--- config.mk ---
export PLATFORM = sky130hd
export DESIGN_NAME = mux_arb_2to1
export DESIGN_NICKNAME = d
export VERILOG_FILES = /design/src/rtl/mux_arb_2to1.sv
export SDC_FILE = /design/constraint.sdc
export NUM_CORES = 1
export LEC_CHECK = 0
export ABC_AREA = 1
export CAP_MARGIN = 5
export CORE_ASPECT_RATIO = 1.1
export CORE_MARGIN = 2
export CORE_UTILIZATION = 45
export CTS_CLUSTER_SIZE = 16
export DETAILED_ROUTE_END_ITERATION = 12
export DONT_BUFFER_PORTS = 1
export PLACE_DENSITY = 0.67
export SLEW_MARGIN = 5
export SYNTH_ARGS = -nofsm -noshare
export SYNTH_HDL_FRONTEND = slang
export SYNTH_SLANG_ARGS = --single-unit
--- constraint.sdc ---
create_clock -name clk -period 2.7 [get_ports clk]
set_clock_uncertainty 0.1 [all_clocks]
set_input_delay 0.405 -clock clk [delete_from_list [all_inputs] [get_ports clk]]
set_output_delay 0.405 -clock clk [all_outputs]
set_load 0.005 [all_outputs]
--- src/rtl/mux_arb_2to1.sv ---
// Two-source arbiter feeding a single registered output word with source tag.
// MUX_ARB_ROUND_ROBIN_EN selects alternating contention; otherwise A has fixed priority.
module mux_arb_2to1 #(
    parameter int WIDTH = 16
) (
    input  logic             clk,
    input  logic             rst_n,
    input  logic             a_valid,
    input  logic [WIDTH-1:0] a_data,
    output logic             a_ready,
    input  logic             b_valid,
    input  logic [WIDTH-1:0] b_data,
    output logic             b_ready,
    output logic             out_valid,
    output logic [WIDTH-1:0] out_data,
    output logic             out_src,
    input  logic             out_ready
);

    typedef enum logic {
        EMPTY = 1'b0,
        FULL  = 1'b1
    } state_t;

    state_t           r_state;
    logic [WIDTH-1:0] r_data;
    logic             r_src;
    logic             r_last_src;

    logic             w_can_load;
    logic             w_grant_a;
    logic             w_grant_b;
    logic             w_accept;

    always_comb begin
        w_grant_a = 1'b0;
        w_grant_b = 1'b0;
`ifdef MUX_ARB_ROUND_ROBIN_EN
        // under contention the source that did not win last time goes next
        w_grant_a = a_valid && (!b_valid || r_last_src);
`else
        w_grant_a = a_valid;
`endif
        w_grant_b = b_valid && !w_grant_a;
    end

    assign w_can_load = (r_state == EMPTY) || out_ready;
    assign a_ready    = rst_n && w_can_load && w_grant_a;
    assign b_ready    = rst_n && w_can_load && w_grant_b;
    assign w_accept   = a_ready || b_ready;

    always_ff @(posedge clk or negedge rst_n) begin
        if (!rst_n) begin
            r_state    <= EMPTY;
            r_data     <= '0;
            r_src      <= 1'b0;
            r_last_src <= 1'b1;
        end else begin
            if (w_accept) begin
                r_data     <= a_ready ? a_data : b_data;
                r_src      <= b_ready;
                r_last_src <= b_ready;
            end
            unique case (r_state)
                EMPTY: begin
                    if (w_accept) r_state <= FULL;
                end
                FULL: begin
                    if (out_ready && !w_accept) r_state <= EMPTY;
                end
                default: r_state <= EMPTY;
            endcase
        end
    end

    assign out_valid = (r_state == FULL);
    assign out_data  = r_data;
    assign out_src   = r_src;

endmodule

Word-level counts from Yosys, hierarchy flattened

Cells that the tools add are included.
W data, S select, Z words.

Register bits: 18
Latch bits: 0
Bits in writable memories: 0
Bits in read-only memories: 0
Input bits: 37
Output and inout port bits: 20
Logic and storage cells: 17
Memories: 0

Add/subtract/negate cells: 0
Multipliers: 0
Divide/modulo/power cells: 0
Order comparisons: 0
Eq/ne operators: 0
Shift-type cells: 0
Mux-type cells: 4
Bitwise logic cells: 1
Reductions and logical operators: 9

Operators with widths:

| cell                | number |
|---|---|
| $mux W16            | 1 |
| $logic_and A1 B1 Y1 | 5 |
| $logic_not A1 Y1    | 2 |
| $logic_or A1 B1 Y1  | 2 |
| $mux W1             | 2 |
| $pmux W1 S2         | 1 |
| $not A1 Y1          | 1 |

Longest topological paths before layout

Word-level depth: 9
Depth in mapped cells: 7
Depth with buffers taken out: 6

Worst setup path before layout

No wires, ideal clock.

Kind: input to output
Start: in rst_n
End: out b_ready
Arrival time: 1.024 ns
Required time: 2.195 ns
Slack: 1.171 ns
Stages on the path: 5
Buffers on the path: 3
Cells stage by stage: buf_4 > nand3_4 > buf_6 > buf_6 > nor2_1

Longest elaborated chain between the ends: 2

Ends and longest elaborated chain:

| what                              | line | RTL |
|---|---|---|
| from (decl)                       | 7    | `input logic rst_n,` |
| $logic_and A1 B1 Y1 (2 in series) | 49   | `assign b_ready = rst_n && w_can_load && w_grant_b;` |
| to (decl)                         | 13   | `output logic b_ready,` |

No other way between the ends.

Final worst setup path

Start: reg r_state, in the netlist out_valid
End: out a_ready

Longest elaborated chain between the ends: 4

Ends and longest elaborated chain:

| what                              | line | RTL |
|---|---|---|
| from (decl)                       | 25   | `state_t r_state;` |
| from (signal assigned)            | 54   | `r_state <= EMPTY;` |
| from (signal assigned)            | 66   | `if (w_accept) r_state <= FULL;` |
| from (signal assigned)            | 69   | `if (out_ready && !w_accept) r_state <= EMPTY;` |
| $not A1 Y1                        | --   |  |
| $logic_or A1 B1 Y1                | 47   | `assign w_can_load = (r_state == EMPTY) \|\| out_ready;` |
| $logic_and A1 B1 Y1 (2 in series) | 48   | `assign a_ready = rst_n && w_can_load && w_grant_a;` |
| to (decl)                         | 10   | `output logic a_ready,` |

No other way between the ends.

==> results_dict.tcl <==
set metrics [dict create \
    critical_path_required_ns 2.19 \
    synth_cell_type_count 14 \
    synth_nets 189 \
    hold_ws_ns 0.2391 \
    cts_root_buf "clkbuf_4" \
    die_h_um 56.96 \
    hold_path_end "out_data[6]" \
    worstRegToRegCells 5 \
    nFillCells 278 \
    drt_wl_total_um 2408 \
    switching_share_pct 31.93 \
    cp-end-kind "output pin" \
    drc_errors 0 \
    grt_pass1_wl_um 3822 \
    r2r_slack_ns 1.00 \
    cts_resized 0 \
    clock_sinks 18 \
    vias 920 \
    regToRegEndpoint "out_data[10]" \
    setup_viol 0 \
    relSlewSlack_pct 44.83 \
    pwr-share-comb_pct 20.6 \
    drtIter0Drc 12 \
    ys_seq_area_share_pct 39.26 \
    antenna_found_initial 0 \
    grt_pass1_vias 883 \
    status "completed" \
    h-tree-depth 1 \
    fp.dieW_um 52.15 \
    grt.total_usage_pct 16.93 \
    finalCritPeriodShare_pct 74.28 \
    power_frac_seq_pct 59.2 \
    clock_path_buffers 2 \
    hp-class "in2reg" \
    min_path_cells 3 \
    netlist_area_um2 1147 \
    p_per_area_nw_per_um2 551.9 \
    vdd_ir_drop_max_uv 259.1 \
    clkTransAtPathRegs_ns 0.10 \
    first_pass_iters 4 \
    die_area_um2 2970 \
    hp-start "a_valid" \
    intPower_uw 424.0 \
    rsz0062_at_grt "no" \
    r2r-start "out_valid" \
    io_pins 57 \
    synth_area_per_cell_um2 7.548 \
    cp_max_fo 36 \
    post-cts-setup-buffer-count 0 \
    drt-vias-per-instance 5.227 \
    initial_utilization_pct 46.41 \
    p_leak_uw 0.0006703 \
    slew_viol_final 0 \
    fin_nets 184 \
    routabilityCongestion 0.6887 \
    hpwl_um 1719 \
    timing_hold_violations_final 0 \
    drive_gt1_share_pct 8.276 \
    clock_latency_ns 0.28 \
    crit_path_start_kind "register" \
    num_rows 19 \
    synth-seq-cells 18 \
    fmax_ghz 0.4986 \
    p_sw_uw 198.9 \
    min_period_ns 2.006 \
    worstMarginPinSlew_ns 0.8249 \
    worstSetupPathType "reg2out" \
    io_buffers 0 \
    area_delta_synth_final_pct -1.636 \
    grt-ovfl-total 0 \
    tns_ns 0 \
    worstPathArrival_ns 1.50 \
    cts_tree "yes" \
    grt_max_degree 37 \
    wl_per_cell_um 13.68 \
    cts-buffers-inserted 3 \
    synth_cells 152 \
    ant_nets 0 \
    hold_buffers 1 \
    antennaDiodeCount 0 \
    pwr-share-clk_pct 20.2 \
    drv_cap 0 \
    ys.warnings.count 0 \
    core_area_um2 2472 \
]
layout by cell type (no fill, tap or decap):
master and count:
inv_1 35, nand2_4 2, nand2_1 32, dfrtp_1 18, nor2_1 1, clkbuf_4 3
nand4_1 16, nand3_4 2, inv_2 1, nand3_2 4, dlygate4sd3_1 1, o21ai_0 1
nand3_1 29
registers in the layout (all words and copies together) (netlist names):
name	cells
out_data	16
out_src	1
out_valid	1
per-stage QoR:
step                utilization, %  power, uW  area (um2)  instances  setup slack (ns)
detailed placement           44.33      499.2        1096        172             1.006
global route                 45.65      666.4        1129        176            0.5677
finish                       45.65      622.9        1129        176            0.6945
global placement             44.33      494.7        1096        172             1.034
floorplan                        -      488.3        1147        152             1.171
CTS                          45.65      634.0        1129        176            0.6788
layout make-up:
| type | instances | area, um2 | share of cell area (%) |
|---|---|---|---|
| multi-input cells | 87 | 471.7 | 41.80 |
| flip-flops and latches | 18 | 450.4 | 39.91 |
| inverters | 36 | 135.1 | 11.97 |
| well taps | 31 | 38.79 | 3.437 |
| clock buffers | 3 | 22.52 | 1.996 |
| repair buffers | 1 | 10.01 | 0.8869 |
logic make-up (layout without fill, tap and decap cells):
group,count (synthesis),after routing,share of synthesized area (%)
AOI/OAI and AO/OA,1,1,0.4358
and+or+nand+nor,86,86,40.68
buffers and inverters,47,40,19.63
DFF,18,18,39.26
worst max-delay path by stage:
stage	from	endpoint	slack (ns)	depth (start not counted)
final	out_valid	a_ready	0.69	3
after global routing	out_valid	a_ready	0.57	3
after CTS	out_valid	a_ready	0.68	3
after detailed placement	out_valid	a_ready	1.01	3
after global placement	out_valid	a_ready	1.03	3
after floorplan	rst_n	b_ready	1.17	5
per-layer routing:
metal / global-route usage (%) / share of wire (%)
met5: 0 / 0
met1: 21.75 / 47
met4: 5.495 / 0.66
met2: 27.49 / 46
met3: 4.712 / 6.1
Yosys cell counts, drive strengths merged:
cell type | count | area, um2
buf | 11 | 90.08
o21ai | 1 | 5.000
nand2 | 34 | 142.6
inv | 36 | 135.1
nand3 | 35 | 220.2
nand4 | 16 | 100.1
nor2 | 1 | 3.750
dfrtp | 18 | 450.4
power by group through the flow:
stage / clock network, uW / logic (uW) / registers [uW]
after floorplan: 0 / 126 / 362
after global routing: 141 / 149 / 376
after detailed placement: 0 / 124 / 376
after CTS: 133 / 131 / 370
final: 126 / 128 / 369
after global placement: 0 / 120 / 375
critical path, stage by stage, from the launching register on:
cell	delay, ns
dfrtp_1	0.44
nand2_4	0.22
nand3_4	0.38
inv_1	0.17
(Power assumes the default switching activity.)
